[src/rtl/id_stage_pkg.sv]
// Shared constants and the instruction decode helper for the ID stage.
// Decode only: operand bypass from writeback is selected by WB_BYPASS_EN in id_stage.
package id_stage_pkg;

    localparam int ID_DATA_WIDTH = 32;
    localparam int ID_ADDR_WIDTH = 5;
    localparam logic [4:0] REG_RA = 5'd31;

    localparam logic [5:0] OP_SPECIAL = 6'h00;
    localparam logic [5:0] OP_REGIMM  = 6'h01;
    localparam logic [5:0] OP_J       = 6'h02;
    localparam logic [5:0] OP_JAL     = 6'h03;
    localparam logic [5:0] OP_BEQ     = 6'h04;
    localparam logic [5:0] OP_BNE     = 6'h05;
    localparam logic [5:0] OP_BLEZ    = 6'h06;
    localparam logic [5:0] OP_BGTZ    = 6'h07;
    localparam logic [5:0] OP_ADDI    = 6'h08;
    localparam logic [5:0] OP_ANDI    = 6'h0C;
    localparam logic [5:0] OP_XORI    = 6'h0E;
    localparam logic [5:0] OP_LUI     = 6'h0F;
    localparam logic [5:0] OP_LB      = 6'h20;
    localparam logic [5:0] OP_LHU     = 6'h25;
    localparam logic [5:0] OP_SB      = 6'h28;
    localparam logic [5:0] OP_SW      = 6'h2B;

    localparam logic [5:0] FN_ADDU = 6'h21;
    localparam logic [5:0] FN_SUBU = 6'h23;
    localparam logic [5:0] FN_OR   = 6'h25;

    typedef struct packed {
        logic       uses_rs;
        logic       uses_rt;
        logic       wen;
        logic [4:0] dst;
    } dec_t;

    function automatic dec_t decode(input logic [31:0] instr);
        dec_t       d;
        logic [5:0] op;
        op = instr[31:26];
        d  = '0;
        if (op == OP_SPECIAL) begin
            d.uses_rs = 1'b1;
            d.uses_rt = 1'b1;
            d.dst     = instr[15:11];
        end else if ((op >= OP_ADDI && op <= OP_LUI) || (op >= OP_LB && op <= OP_LHU)) begin
            d.uses_rs = 1'b1;
            d.dst     = instr[20:16];
        end else if ((op >= OP_SB && op <= OP_SW) || op == OP_BEQ || op == OP_BNE) begin
            d.uses_rs = 1'b1;
            d.uses_rt = 1'b1;
        end else if (op == OP_BLEZ || op == OP_BGTZ || op == OP_REGIMM) begin
            d.uses_rs = 1'b1;
        end else if (op == OP_JAL) begin
            d.dst = REG_RA;
        end
        // r0 is never tracked, so an r0 destination writes nothing.
        d.wen = (d.dst != 5'd0);
        return d;
    endfunction

    function automatic logic zero_ext_imm(input logic [5:0] op);
        return (op >= OP_ANDI) && (op <= OP_XORI);
    endfunction

endpackage

[src/rtl/id_scoreboard.sv]
// Pending-write scoreboard: one busy bit per register, r0 never busy.
// A set and a clear of the same index on one edge leaves the bit set.
module id_scoreboard
    import id_stage_pkg::*;
#(
    parameter int ADDR_WIDTH = ID_ADDR_WIDTH
) (
    input  logic                  clk,
    input  logic                  rst,
    input  logic                  set_en,
    input  logic [ADDR_WIDTH-1:0] set_addr,
    input  logic                  clr_en,
    input  logic [ADDR_WIDTH-1:0] clr_addr,
    input  logic [ADDR_WIDTH-1:0] rd1_addr,
    input  logic [ADDR_WIDTH-1:0] rd2_addr,
    input  logic [ADDR_WIDTH-1:0] dst_addr,
    output logic                  rd1_busy,
    output logic                  rd2_busy,
    output logic                  dst_busy
);

    localparam int NREGS = 1 << ADDR_WIDTH;

    logic [NREGS-1:0] sb;
    logic [NREGS-1:0] sb_next;

    always_comb begin
        sb_next = sb;
        if (clr_en && clr_addr != '0) begin
            sb_next[clr_addr] = 1'b0;
        end
        if (set_en) begin
            sb_next[set_addr] = 1'b1;
        end
    end

    always_ff @(posedge clk) begin
        if (!rst) begin
            sb <= '0;
        end else begin
            sb <= sb_next;
        end
    end

    assign rd1_busy = sb[rd1_addr] && (rd1_addr != '0);
    assign rd2_busy = sb[rd2_addr] && (rd2_addr != '0);
    assign dst_busy = sb[dst_addr] && (dst_addr != '0);

endmodule

[src/rtl/id_stage.sv]
// MIPS-I decode / operand-fetch stage with a scoreboard interlock toward EX.
// Option macro WB_BYPASS_EN: forward writeback data to a source read in the same cycle.
module id_stage
    import id_stage_pkg::*;
#(
    parameter int DATA_WIDTH = ID_DATA_WIDTH,
    parameter int ADDR_WIDTH = ID_ADDR_WIDTH
) (
    input  logic                  clk,
    input  logic                  rst,
    input  logic                  in_valid,
    output logic                  in_ready,
    input  logic [31:0]           in_instr,
    input  logic [31:0]           in_pc,
    output logic [ADDR_WIDTH-1:0] raddr1,
    output logic [ADDR_WIDTH-1:0] raddr2,
    input  logic [DATA_WIDTH-1:0] rdata1,
    input  logic [DATA_WIDTH-1:0] rdata2,
    input  logic                  wb_wen,
    input  logic [ADDR_WIDTH-1:0] wb_waddr,
    input  logic [DATA_WIDTH-1:0] wb_wdata,
    output logic                  wen,
    output logic [ADDR_WIDTH-1:0] waddr,
    output logic [DATA_WIDTH-1:0] wdata,
    output logic                  out_valid,
    input  logic                  out_ready,
    output logic [31:0]           out_pc,
    output logic [5:0]            out_op,
    output logic [5:0]            out_funct,
    output logic [ADDR_WIDTH-1:0] out_dst,
    output logic                  out_wen,
    output logic [DATA_WIDTH-1:0] out_a,
    output logic [DATA_WIDTH-1:0] out_b,
    output logic [DATA_WIDTH-1:0] out_imm
);

    // Handshake: a transfer happens on a posedge where valid && ready are both high;
    // valid never waits on ready, and out_* stay stable while out_valid && !out_ready.

    dec_t                  dec;
    logic [ADDR_WIDTH-1:0] rs, rt, dst;
    logic [5:0]            op;
    logic                  rs_busy, rt_busy, dst_busy;
    logic                  rs_haz, rt_haz, stall, accept;
    logic [DATA_WIDTH-1:0] op_a, op_b, imm_ext;

    assign op     = in_instr[31:26];
    assign rs     = in_instr[21 +: ADDR_WIDTH];
    assign rt     = in_instr[16 +: ADDR_WIDTH];
    assign dec    = decode(in_instr);
    assign dst    = dec.dst;
    assign raddr1 = rs;
    assign raddr2 = rt;

    assign wen   = wb_wen;
    assign waddr = wb_waddr;
    assign wdata = wb_wdata;

    assign imm_ext = zero_ext_imm(op) ? {{(DATA_WIDTH-16){1'b0}}, in_instr[15:0]}
                                      : {{(DATA_WIDTH-16){in_instr[15]}}, in_instr[15:0]};

    id_scoreboard #(.ADDR_WIDTH(ADDR_WIDTH)) u_sb (
        .clk      (clk),
        .rst      (rst),
        .set_en   (accept && dec.wen),
        .set_addr (dst),
        .clr_en   (wb_wen),
        .clr_addr (wb_waddr),
        .rd1_addr (rs),
        .rd2_addr (rt),
        .dst_addr (dst),
        .rd1_busy (rs_busy),
        .rd2_busy (rt_busy),
        .dst_busy (dst_busy)
    );

`ifdef WB_BYPASS_EN
    logic wb_hit_rs, wb_hit_rt;
    assign wb_hit_rs = wb_wen && (wb_waddr == rs) && (rs != '0);
    assign wb_hit_rt = wb_wen && (wb_waddr == rt) && (rt != '0);
    assign rs_haz    = dec.uses_rs && rs_busy && !wb_hit_rs;
    assign rt_haz    = dec.uses_rt && rt_busy && !wb_hit_rt;
    assign op_a      = wb_hit_rs ? wb_wdata : rdata1;
    assign op_b      = wb_hit_rt ? wb_wdata : rdata2;
`else
    // The register file updates on the same edge, so a source being written back stays busy.
    assign rs_haz = dec.uses_rs && rs_busy;
    assign rt_haz = dec.uses_rt && rt_busy;
    assign op_a   = rdata1;
    assign op_b   = rdata2;
`endif

    assign stall    = rs_haz || rt_haz || (dec.wen && dst_busy);
    assign in_ready = rst && !stall && (!out_valid || out_ready);
    assign accept   = in_valid && in_ready;

    always_ff @(posedge clk) begin
        if (!rst) begin
            out_valid <= 1'b0;
            out_pc    <= '0;
            out_op    <= '0;
            out_funct <= '0;
            out_dst   <= '0;
            out_wen   <= 1'b0;
            out_a     <= '0;
            out_b     <= '0;
            out_imm   <= '0;
        end else if (accept) begin
            out_valid <= 1'b1;
            out_pc    <= in_pc;
            out_op    <= op;
            out_funct <= in_instr[5:0];
            out_dst   <= dst;
            out_wen   <= dec.wen;
            out_a     <= op_a;
            out_b     <= op_b;
            out_imm   <= imm_ext;
        end else if (out_ready) begin
            out_valid <= 1'b0;
        end
    end

endmodule

[config.mk]
export PLATFORM = sky130hd
export DESIGN_NAME = id_stage
export DESIGN_NICKNAME = d
export VERILOG_FILES = /design/src/rtl/id_stage_pkg.sv /design/src/rtl/id_scoreboard.sv /design/src/rtl/id_stage.sv
export SDC_FILE = /design/constraint.sdc
export NUM_CORES = 1
export LEC_CHECK = 0
export BUFFER_PORTS_ARGS = -buffer_cell sky130_fd_sc_hd__buf_2
export CAP_MARGIN = 15
export CELL_PAD_IN_SITES_DETAIL_PLACEMENT = 1
export CELL_PAD_IN_SITES_GLOBAL_PLACEMENT = 1
export CORE_ASPECT_RATIO = 1.4
export CORE_MARGIN = 2
export CORE_UTILIZATION = 37
export CTS_BUF_LIST = sky130_fd_sc_hd__clkbuf_8
export CTS_CLUSTER_SIZE = 40
export DETAILED_ROUTE_END_ITERATION = 12
export GPL_ROUTABILITY_DRIVEN = 0
export GPL_TIMING_DRIVEN = 0
export PLACE_DENSITY_LB_ADDON = 0.2
export SETUP_SLACK_MARGIN = 0.15
export SLEW_MARGIN = 10
export SYNTH_ARGS = -nofsm -noshare
export SYNTH_HDL_FRONTEND = slang
export SYNTH_HIERARCHICAL = 1
export SYNTH_SLANG_ARGS = --single-unit
[constraint.sdc]
create_clock -name clk -period 6.05 [get_ports clk]
set_input_delay 0.605 -clock clk [delete_from_list [all_inputs] [get_ports clk]]
set_output_delay 0.605 -clock clk [all_outputs]
set_load 0.01 [all_outputs]
==> impl_metrics.env, run 1 <==
export IMPL_synthCells=911
export IMPL_die_area_mm2=0.0228
export IMPL_fill_cells=2689
export IMPL_synth_most_common_cell="nand2_1"
export IMPL_start_util=0.376
export IMPL_postLayoutCoreUtil=0.490
export IMPL_drive_gt1_frac=0.374
export IMPL_cts_setup_buffers=0
export IMPL_required_ns=5.44
export IMPL_power_leakage_nw=5.83
export IMPL_ctsRootBufferMaster="clkbuf_8"
export IMPL_r2r_end="u_sb/sb[14]$_SDFF_PN0_"
export IMPL_path_class="in2out"
export IMPL_crit_arrival_ns=4.10
export IMPL_drc=0
export IMPL_place_worst_setup_slack_ns=0.929
export IMPL_ys_async_sr_fraction=0
export IMPL_period_needed_ns=4.70
export IMPL_pwr_share_clk=0.327
export IMPL_clock_skew_ns=0.0171
export IMPL_synth_top_cell_by_area="dfxtp_1"
export IMPL_muxShareOfSynthArea=0.217
export IMPL_seqPwrFrac=0.461
export IMPL_synth_edff_count=0
export IMPL_fin_nets=1434
export IMPL_seq_area_frac_synth=0.394
export IMPL_worstSetupEndpointType="primary output"
export IMPL_syn_area_mm2=0.00797
export IMPL_drt_wirelength_per_cell_um=17.3
export IMPL_synth_compound_area_frac=0.0902
export IMPL_setup_worst_path_start="in_instr[31]"
export IMPL_slew_viol_final=0
export IMPL_synth_xor_area_frac=0
export IMPL_grt_start_max_net_pins=18
export IMPL_fmax_mhz=213
export IMPL_drt_pre_antenna_iters=4
export IMPL_finalCritPeriodShare=0.777
export IMPL_port_buffers=333
export IMPL_drv_cap=0
export IMPL_ff2ff_setup_slack_ns=2.31
export IMPL_rsz0062_at_grt="no"
export IMPL_setup_slack_ns=1.35
export IMPL_p_total_mw=2.50
export IMPL_synth_top_area_frac=0.394
export IMPL_coreArea_mm2=0.0212
export IMPL_avgViaCountPerCell=4.90
export IMPL_cts_tree="yes"
export IMPL_die_w_um=128
export IMPL_synth_distinct_cells=53
export IMPL_syn2layout_area_growth_pct=30.2
export IMPL_synth_top_family_by_area="multiplexers"
export IMPL_rows=63
export IMPL_p_sw_uw=760
export IMPL_wirelength_mm=26.6
export IMPL_crit_fanout=10
export IMPL_htree_levels=4
export IMPL_grt_pass1_vias=7666
export IMPL_power_density_mw_per_mm2=241
export IMPL_setup_viol=0
export IMPL_synthAdderAreaFrac=0
export IMPL_postRouteAntennaNets=0
export IMPL_worst_pin_slew_ns=1.02
export IMPL_numCtsBuffers=17
export IMPL_track_usage=0.228
export IMPL_cts_resized=0
export IMPL_dpl_cell_area_mm2=0.00997
export IMPL_path_clk_slew_ns=0.10
export IMPL_worstSetupEndpoint="in_ready"
export IMPL_fp_dieH_um=178
export IMPL_hold_path_class="in2reg"
export IMPL_dp_hpwl_mm=21.1
export IMPL_ys_flop_type="dfxtp_1"
export IMPL_synth_simple_gate_area_frac=0.148
export IMPL_p_comb_frac=0.211
export IMPL_swShare=0.303
export IMPL_vias=7537
export IMPL_ir_drop_mv=0.119
export IMPL_p_int_mw=1.74
export IMPL_ys_top_cells_by_count="169 x nand2_1, 157 x dfxtp_1, 143 x mux2i_1"
export IMPL_ys_top_cells_by_area="dfxtp_1 39%, mux2i_1 18%, nand2_1 8.0%"
export IMPL_synth_net_count=1081
export IMPL_cts_sinks=157
export IMPL_drt_initial_drc_count=206
export IMPL_ys_warn_count=6
export IMPL_cts_hold_buf=0
export IMPL_stdcell_area_mm2=0.0104
export IMPL_avgSynthCellArea_um2=8.75
export IMPL_worstSkewPairLatency_ns=0.47
export IMPL_tns_ns=0
export IMPL_clock_path_buffers=2
export IMPL_synth_seq_cells=157
export IMPL_timing_rr_start="u_sb/sb[25]$_SDFF_PN0_"
export IMPL_crit_path_start_kind="primary input"
export IMPL_io_pins=366
export IMPL_grt_overflow=0
export IMPL_antenna_found_initial=1
export IMPL_hold_viol=0
export IMPL_relSlewSlack=0.317
export IMPL_grt_pass1_wl_mm=40.3
export IMPL_worstRegToRegCells=13
export IMPL_status="complete, no violations"
-- kinds of logic after synthesis --
| family | count (synthesis) |
|---|---|
| flip-flops | 157 |
| multiplexers | 161 |
| buffers and inverters | 232 |
| AND/OR/NAND/NOR | 256 |
| AO/OA/AOI/OAI | 105 |
-- metal layers --
metal | vias up | routed length (um) | GRT usage
met1 | 3610 | 10100 | 0.240
met4 | 0 | 724 | 0.102
li1 | 3623 | - | -
met3 | 51 | 1460 | 0.0516
met5 | - | 0 | 0
met2 | 253 | 14400 | 0.428
-- power by group through the flow --
| stage | sequential (mW) | combinational (mW) | clock, mW |
|---|---|---|---|
| CTS | 1.16 | 0.537 | 0.844 |
| global placement | 1.18 | 0.523 | 0 |
| global route | 1.17 | 0.578 | 0.885 |
| floorplan | 1.22 | 0.258 | 0 |
| finish | 1.16 | 0.529 | 0.819 |
| detailed placement | 1.18 | 0.535 | 0 |
-- through the flow --
stage | hold slack [ns] | instances
final | 0.355 | 1538
after global routing | 0.330 | 1538
after CTS | 0.327 | 1536
after detailed placement | 0.451 | 1504
after global placement | 0.441 | 1504
after floorplan | 0.472 | 911
-- final cells by class --
| type | instances | area (um2) | area share |
|---|---|---|---|
| multi-input combinational | 522 | 3640 | 0.351 |
| inverter | 121 | 454 | 0.0437 |
| buffer | 111 | 739 | 0.0712 |
| clock inverter | 14 | 158 | 0.0152 |
| sequential | 157 | 3140 | 0.303 |
| tap | 260 | 325 | 0.0313 |
| antenna | 1 | 2.50 | 0.000241 |
| clock buffer | 18 | 248 | 0.0239 |
| timing repair buffer | 334 | 1670 | 0.161 |
-- worst min path at each step --
stage / slack (ns) / from / to / cells past startpoint
3_3_place_gp: 0.44 / out_b[21]$_SDFFE_PN0P_ / out_b[21]$_SDFFE_PN0P_ / 2
3_5_place_dp: 0.45 / out_imm[15]$_SDFFE_PN0P_ / out_imm[15]$_SDFFE_PN0P_ / 2
6_report: 0.35 / rdata2[7] / out_b[7]$_SDFFE_PN0P_ / 3
2_1_floorplan: 0.47 / u_sb/sb[7]$_SDFF_PN0_ / u_sb/sb[7]$_SDFF_PN0_ / 2
5_1_grt: 0.33 / rdata2[23] / out_b[23]$_SDFFE_PN0P_ / 3
4_1_cts: 0.33 / rdata2[7] / out_b[7]$_SDFFE_PN0P_ / 3
-- sequential cells by signal, indices dropped and copies added, names as in the netlist --
signal     count
out_a         32
out_b         32
out_pc        32
u_sb/sb       31
out_imm       12
out_op         6
out_dst        5
out_funct      5
out_valid      1
out_wen        1
-- cell usage in the layout (no fill, tap or decap), types with 3 or more instances in the layout --
cell	Yosys	routed
nand3b_1	5	5
inv_6	0	4
mux2_1	4	4
clkbuf_8	0	18
o21ai_0	32	32
a21boi_0	31	31
nand2b_1	5	5
nor3b_1	3	3
nor2_1	17	17
dfxtp_1	157	157
nand2_1	169	169
and3b_1	3	3
inv_1	120	120
a21oi_1	9	8
buf_2	15	348
mux4_2	6	6
nand4b_1	3	3
buf_4	69	70
nand4_1	3	3
a2111oi_0	3	3
buf_6	6	6
nor2b_1	16	16
clkinvlp_4	0	4
mux2_2	5	5
o211ai_1	4	4
clkbuf_1	21	21
nand3_1	13	13
mux2i_1	143	143
a22oi_1	6	6
o21ai_1	3	3
and2_1	7	7
-- worst max-delay path, stage by stage --
cell and delay [ns]:
buf_2 0.18, a21boi_1 0.21, mux2i_2 0.13, nor2_1 0.23
nand2_1 0.09, a21oi_1 0.81, buf_2 0.40, nor2b_1 0.17
a2111oi_0 0.14, a22oi_1 0.25, o211ai_1 0.14, inv_1 0.11
nor2_1 0.05, a2111oi_0 0.34, buf_2 0.22
No activity file was read; power rests on OpenSTA's default activity.
==> run 2, diff against run 1 <==
--- a/config.mk
+++ b/config.mk
@@ -5,13 +5,14 @@
 export SDC_FILE = /design/constraint.sdc
 export NUM_CORES = 1
 export LEC_CHECK = 0
+export ABC_AREA = 1
 export BUFFER_PORTS_ARGS = -buffer_cell sky130_fd_sc_hd__buf_2
 export CAP_MARGIN = 15
 export CELL_PAD_IN_SITES_DETAIL_PLACEMENT = 1
 export CELL_PAD_IN_SITES_GLOBAL_PLACEMENT = 1
 export CORE_ASPECT_RATIO = 1.4
 export CORE_MARGIN = 2
-export CORE_UTILIZATION = 37
+export CORE_UTILIZATION = 29
 export CTS_BUF_LIST = sky130_fd_sc_hd__clkbuf_8
 export CTS_CLUSTER_SIZE = 40
 export DETAILED_ROUTE_END_ITERATION = 12
==> constraint.sdc (replaced) <==
create_clock -name clk -period 4.2 [get_ports clk]
set_input_delay 0.42 -clock clk [delete_from_list [all_inputs] [get_ports clk]]
set_output_delay 0.42 -clock clk [all_outputs]
set_load 0.01 [all_outputs]
==> run 2 against run 1 <==
Sequential power increased by 44%. Design area is 5.7% higher. Combinational power grew 68%. Core utilization is 11 points lower. Die area is 34% higher. Final cell count increased by 39%. Area after synthesis increased by 6.2%. Non-clock buffer count up 13. Sequential share of layout area is 1.4 points lower. Via count up 26%. Routed wire length is 22% higher. Clock skew shrank 0.0010 ns.
==> impl_metrics.env, run 2 <==
export IMPL_crit_path_start_kind="primary input"
export IMPL_p_int_mw=2.40
export IMPL_crit_fanout=9
export IMPL_seq_area_frac_synth=0.373
export IMPL_fmax_mhz=277
export IMPL_cts_tree="yes"
export IMPL_hold_viol=0
export IMPL_io_pins=366
export IMPL_antenna_found_initial=4
export IMPL_htree_levels=4
export IMPL_fp_dieH_um=206
export IMPL_final_common_cell="nand2_1"
export IMPL_rows=74
export IMPL_grt_overflow=0
export IMPL_worstSetupEndpoint="u_sb/sb[0]$_SDFF_PN0_"
export IMPL_period_needed_ns=3.62
export IMPL_postRouteAntennaNets=0
export IMPL_worstSkewPairLatency_ns=0.47
export IMPL_synth_edff_count=0
export IMPL_power_density_mw_per_mm2=331
export IMPL_finalCritPeriodShare=0.861
export IMPL_coreArea_mm2=0.0290
export IMPL_fin_nets=1914
export IMPL_drt_pre_antenna_iters=4
export IMPL_worstSetupEndpointType="flip-flop"
export IMPL_synthCells=1395
export IMPL_rsz0062_at_grt="no"
export IMPL_synth_seq_cells=158
export IMPL_clock_skew_ns=0.0161
export IMPL_p_sw_mw=1.23
export IMPL_r2r_end="u_sb/sb[0]$_SDFF_PN0_"
export IMPL_slew_viol_final=0
export IMPL_ys_async_sr_fraction=0
export IMPL_setup_viol=0
export IMPL_dp_hpwl_mm=26.1
export IMPL_cts_sinks=158
export IMPL_grt_pass1_vias=9497
export IMPL_postLayoutCoreUtil=0.379
export IMPL_syn2layout_area_growth_pct=29.6
export IMPL_layout_common_cells="476 x nand2_1, 352 x buf_2, 256 x nor2_1, 186 x inv_1, 158 x dfxtp_1"
export IMPL_fill_cells=4010
export IMPL_crit_arrival_ns=4.02
export IMPL_ys_top_cells_by_count="476 x nand2_1, 259 x nor2_1, 186 x inv_1"
export IMPL_track_usage=0.206
export IMPL_grt_start_max_net_pins=18
export IMPL_status="complete, no violations"
export IMPL_synth_net_count=1565
export IMPL_drt_wirelength_per_cell_um=15.1
export IMPL_pwr_share_clk=0.296
export IMPL_multiInputGateArea_mm2=0.00371
export IMPL_regArea_mm2=0.00316
export IMPL_synth_distinct_cells=25
export IMPL_tns_ns=0
export IMPL_die_area_mm2=0.0306
export IMPL_timing_rr_start="u_sb/sb[1]$_SDFF_PN0_"
export IMPL_synth_top_area_frac=0.373
export IMPL_swShare=0.340
export IMPL_grt_pass1_wl_mm=49.0
export IMPL_drv_cap=0
export IMPL_worstRegToRegCells=19
export IMPL_drive_gt1_frac=0.277
export IMPL_numCtsBuffers=17
export IMPL_avgSynthCellArea_um2=6.07
export IMPL_ir_drop_mv=0.193
export IMPL_vias=9476
export IMPL_ys_top_cells_by_area="dfxtp_1 37%, nand2_1 21%, nor2_1 11%"
export IMPL_ys_warn_count=6
export IMPL_power_leakage_nw=6.28
export IMPL_synth_most_common_cell="nand2_1"
export IMPL_seqPwrFrac=0.459
export IMPL_worst_pin_slew_ns=0.728
export IMPL_syn_area_mm2=0.00847
export IMPL_ctsRootBufferMaster="clkbuf_8"
export IMPL_path_class="in2reg"
export IMPL_ys_flop_type="dfxtp_1"
export IMPL_dpl_cell_count=2105
export IMPL_drc=0
export IMPL_setup_worst_path_start="in_instr[31]"
export IMPL_die_w_um=148
export IMPL_final_cells=2140
export IMPL_p_total_mw=3.63
export IMPL_ff2ff_setup_slack_ns=1.36
export IMPL_path_clk_slew_ns=0.10
export IMPL_p_comb_frac=0.245
export IMPL_required_ns=4.61
export IMPL_clock_path_buffers=2
export IMPL_avgViaCountPerCell=4.43
export IMPL_port_buffers=330
export IMPL_hold_path_class="in2reg"
export IMPL_relSlewSlack=0.515
export IMPL_drt_initial_drc_count=306
export IMPL_start_util=0.292
export IMPL_wirelength_mm=32.4
export IMPL_holdWs_ns=0.161
export IMPL_synth_top_cell_by_area="dfxtp_1"
[run 2: changes by cell type after synthesis, moves of 7 or more]
cell / previous run / this run
buf_4: 69 / 77
buf_2: 15 / 22
nor3_1: 1 / 16
mux2i_1: 143 / 0
inv_1: 120 / 186
nand3_1: 13 / 82
nor2b_1: 16 / 0
o21ai_0: 32 / 25
a21oi_1: 9 / 38
nand2_1: 169 / 476
a21boi_0: 31 / 0
nor2_1: 17 / 259
[run 2: cell type report]
| type | count | area share |
|---|---|---|
| Antenna cell | 3 | 0.000684 |
| Buffer | 128 | 0.0802 |
| Clock buffer | 18 | 0.0226 |
| Clock inverter | 14 | 0.0100 |
| Inverter | 193 | 0.0660 |
| Multi-Input combinational cell | 916 | 0.339 |
| Sequential cell | 158 | 0.288 |
| Tap cell | 380 | 0.0433 |
| Timing Repair Buffer | 330 | 0.150 |
[run 2: metrics by stage]
step	cell area, um2	setup WS [ns]
final	11000	0.584
after global routing	11000	0.156
after detailed placement	10600	-0.214
after floorplan	8470	1.10
after global placement	10600	-0.199
after CTS	11000	0.315
[run 2: power by group through the flow]
stage	clock (mW)	combinational (mW)	sequential [mW]
2_1_floorplan	0	0.478	1.75
3_3_place_gp	0	0.882	1.70
3_5_place_dp	0	0.901	1.70
4_1_cts	1.12	0.906	1.67
5_1_grt	1.17	1.01	1.68
6_report	1.08	0.889	1.67
[run 2: worst min path at each step]
stage                             endpoint  slack [ns]                   start  cells past startpoint
finish              out_a[20]$_SDFFE_PN0P_        0.16              rdata1[20]                      3
global route        out_a[12]$_SDFFE_PN0P_        0.14              rdata1[12]                      3
CTS                 out_a[20]$_SDFFE_PN0P_        0.12              rdata1[20]                      3
detailed placement  u_sb/sb[20]$_SDFF_PN0_        0.46  u_sb/sb[20]$_SDFF_PN0_                      2
global placement      out_wen$_SDFFE_PN0P_        0.45    out_wen$_SDFFE_PN0P_                      2
floorplan           u_sb/sb[12]$_SDFF_PN0_        0.44  u_sb/sb[12]$_SDFF_PN0_                      2
[run 2: what timing repair did]
item,CTS,global route
endpoints found under the setup margin,0,14
setup buffers,0,0
hold buffers,0,0
resized for setup,0,4
[run 2: critical path, stage by stage]
cell and delay, ns:
buf_2 0.14, nor2_1 0.22, nand2_1 0.13, nor2_4 0.17
nand2_1 0.08, and3_1 0.21, inv_1 0.19, buf_2 0.26
clkinv_1 0.29, nand3_1 0.17, nand2_1 0.08, nand2_1 0.07
nand2_1 0.06, inv_1 0.05, nand2_1 0.04, nand2_1 0.05
nand2_1 0.13, inv_1 0.07, nand4_1 0.14, inv_1 0.19
inv_1 0.10, nor3_2 0.46, nand2_1 0.16, a21oi_1 0.15
[run 2: metal layers]
layer / global-route usage / vias up / wire, um
li1: - / 4779 / -
met1: 0.209 / 4428 / 11800
met2: 0.397 / 218 / 17800
met3: 0.0534 / 49 / 1790
met4: 0.0871 / 2 / 964
met5: 0 / - / 13
[run 2: cell families (layout without fill, tap and decap cells)]
kind of cell,after synthesis,after routing,synth area share
buffers and inverters,321,683,0.189
DFF,158,158,0.373
and+or+nand+nor,847,847,0.396
AOI/OAI and AO/OA,69,69,0.0412
other,0,3,0
==> run 3, diff against run 2 <==
--- a/config.mk
+++ b/config.mk
@@ -6,16 +6,16 @@
 export NUM_CORES = 1
 export LEC_CHECK = 0
 export ABC_AREA = 1
-export BUFFER_PORTS_ARGS = -buffer_cell sky130_fd_sc_hd__buf_2
 export CAP_MARGIN = 15
 export CELL_PAD_IN_SITES_DETAIL_PLACEMENT = 1
 export CELL_PAD_IN_SITES_GLOBAL_PLACEMENT = 1
 export CORE_ASPECT_RATIO = 1.4
 export CORE_MARGIN = 2
-export CORE_UTILIZATION = 29
+export CORE_UTILIZATION = 39
 export CTS_BUF_LIST = sky130_fd_sc_hd__clkbuf_8
 export CTS_CLUSTER_SIZE = 40
 export DETAILED_ROUTE_END_ITERATION = 12
+export DONT_BUFFER_PORTS = 1
 export GPL_ROUTABILITY_DRIVEN = 0
 export GPL_TIMING_DRIVEN = 0
 export PLACE_DENSITY_LB_ADDON = 0.2
==> run 3 against run 2 <==
Sequential power increased by 5%. Clock skew increased by 0.0025 ns. Register-to-register slack got worse by 0.15 ns. Global-route usage increased by 3.9 points. First-iteration DRC count increased by 9.8%. Sequential cell count unchanged. Critical path depth decreased by 1. Final cell count decreased by 21%. Highest routed layer is now met4.
==> impl_metrics.env, run 3 (synthesis results as in run 2) <==
export IMPL_status="complete, no violations"
export IMPL_fmax_mhz=278
export IMPL_start_util=0.398
export IMPL_drt_initial_drc_count=336
export IMPL_crit_path_start_kind="primary input"
export IMPL_power_leakage_nw=4.82
export IMPL_vias=8243
export IMPL_hold_viol=0
export IMPL_syn2layout_area_growth_pct=8.60
export IMPL_worst_pin_slew_ns=0.761
export IMPL_dpl_cell_count=1655
export IMPL_required_ns=4.59
export IMPL_power_density_mw_per_mm2=382
export IMPL_port_buffers=0
export IMPL_ctsRootBufferMaster="clkbuf_8"
export IMPL_path_clk_slew_ns=0.09
export IMPL_fp_dieH_um=178
export IMPL_p_sw_mw=1.15
export IMPL_grt_pass1_vias=8226
export IMPL_p_comb_frac=0.169
export IMPL_period_needed_ns=3.59
export IMPL_numCtsBuffers=17
export IMPL_worstSkewPairLatency_ns=0.47
export IMPL_p_total_mw=3.51
export IMPL_drv_cap=0
export IMPL_pwr_share_clk=0.331
export IMPL_drt_wirelength_per_cell_um=17.1
export IMPL_dp_hpwl_mm=22.8
export IMPL_hold_path_class="in2reg"
export IMPL_crit_arrival_ns=3.99
export IMPL_diodes=0
export IMPL_relSlewSlack=0.491
export IMPL_ir_drop_mv=0.297
export IMPL_avgViaCountPerCell=4.89
export IMPL_grt_overflow=0
export IMPL_drc=0
export IMPL_fill_cells=2980
export IMPL_antenna_found_initial=0
export IMPL_rows=63
export IMPL_layout_common_cells="476 x nand2_1, 259 x nor2_1, 186 x inv_1, 158 x dfxtp_1, 82 x nand3_1"
export IMPL_worstSetupEndpointType="flip-flop"
export IMPL_wirelength_mm=28.9
export IMPL_htree_levels=4
export IMPL_cts_tree="yes"
export IMPL_swShare=0.328
export IMPL_cts_setup_buffers=0
export IMPL_clock_skew_ns=0.0186
export IMPL_multiInputGateArea_mm2=0.00371
export IMPL_grt_pass1_wl_mm=43.4
export IMPL_grt_start_max_net_pins=18
export IMPL_dpl_cell_area_mm2=0.00879
export IMPL_final_cells=1687
export IMPL_clock_path_buffers=2
export IMPL_path_class="in2reg"
export IMPL_track_usage=0.246
export IMPL_die_area_mm2=0.0229
export IMPL_setup_slack_ns=0.609
export IMPL_seqPwrFrac=0.499
export IMPL_regArea_mm2=0.00316
export IMPL_io_pins=366
export IMPL_fin_nets=1584
export IMPL_setup_viol=0
export IMPL_place_worst_setup_slack_ns=-0.0227
export IMPL_crit_fanout=9
export IMPL_postRouteAntennaNets=0
export IMPL_die_w_um=129
export IMPL_drive_gt1_frac=0.108
export IMPL_drt_pre_antenna_iters=4
export IMPL_slew_viol_final=0
export IMPL_cts_sinks=158
export IMPL_coreArea_mm2=0.0213
export IMPL_stdcell_area_mm2=0.00920
export IMPL_rsz0062_at_grt="no"
export IMPL_final_common_cell="nand2_1"
export IMPL_finalCritPeriodShare=0.855
export IMPL_p_int_mw=2.36
## run 3: area by class of cell
type | count | area share
inverters | 193 | 0.0788
clock buffers | 17 | 0.0254
flip-flops and latches | 158 | 0.344
clock inverters | 15 | 0.0178
plain buffers | 128 | 0.0956
multi-input cells | 916 | 0.403
well taps | 260 | 0.0354
## run 3: critical path: stages
cell	delay (ns)
nor2_1	0.22
nand2_1	0.13
nor2_4	0.17
nand2_1	0.06
and3_1	0.20
inv_1	0.18
buf_2	0.27
clkinv_1	0.29
nand3_1	0.18
nand2_1	0.07
nand2_1	0.07
nand2_1	0.06
inv_1	0.05
nand2_1	0.05
nand2_1	0.06
nand2_1	0.09
inv_1	0.07
nand4_1	0.15
inv_1	0.19
inv_1	0.10
nor2_1	0.60
nand2_1	0.14
a21oi_1	0.16
## run 3: what timing repair did
item | in CTS | in global routing
setup endpoints to repair | 0 | 8
hold buffers | 0 | 0
gates resized for setup | 0 | 1
## run 3: worst paths after layout
| path | start | end | slack [ns] | depth (start not counted) |
|---|---|---|---|---|
| max | in_instr[30] | u_sb/sb[3]$_SDFF_PN0_ | 0.61 | 23 |
| min | rdata1[15] | out_a[15]$_SDFFE_PN0P_ | 0.08 | 2 |
| max reg2reg | u_sb/sb[4]$_SDFF_PN0_ | u_sb/sb[3]$_SDFF_PN0_ | 1.21 | 19 |
| min reg2reg | u_sb/sb[22]$_SDFF_PN0_ | u_sb/sb[22]$_SDFF_PN0_ | 0.48 | 2 |
## run 3: metal layers
metal | track usage | wire length (um) | share of wire | vias up
met2 | 0.474 | 15800 | 0.55 | 221
met5 | 0 | 0 | 0 | -
met1 | 0.248 | 10600 | 0.37 | 3853
li1 | - | - | - | 4126
met3 | 0.0720 | 1770 | 0.061 | 43
met4 | 0.0870 | 709 | 0.025 | 0
## run 3: power groups by stage
stage	clock network, mW	logic, mW	registers, mW
after CTS	1.20	0.603	1.76
after detailed placement	0	0.598	1.79
final	1.16	0.595	1.76
after global placement	0	0.575	1.79
after floorplan	0	0.478	1.75
after global routing	1.26	0.687	1.77
## run 3: through the flow
step | utilization | TNS, ns | hold WS [ns]
2_1_floorplan | - | 0 | 0.440
3_3_place_gp | 0.413 | 0 | 0.452
3_5_place_dp | 0.413 | -0.0227 | 0.472
4_1_cts | 0.432 | 0 | 0.0481
5_1_grt | 0.432 | 0 | 0.0567
6_report | 0.432 | 0 | 0.0804
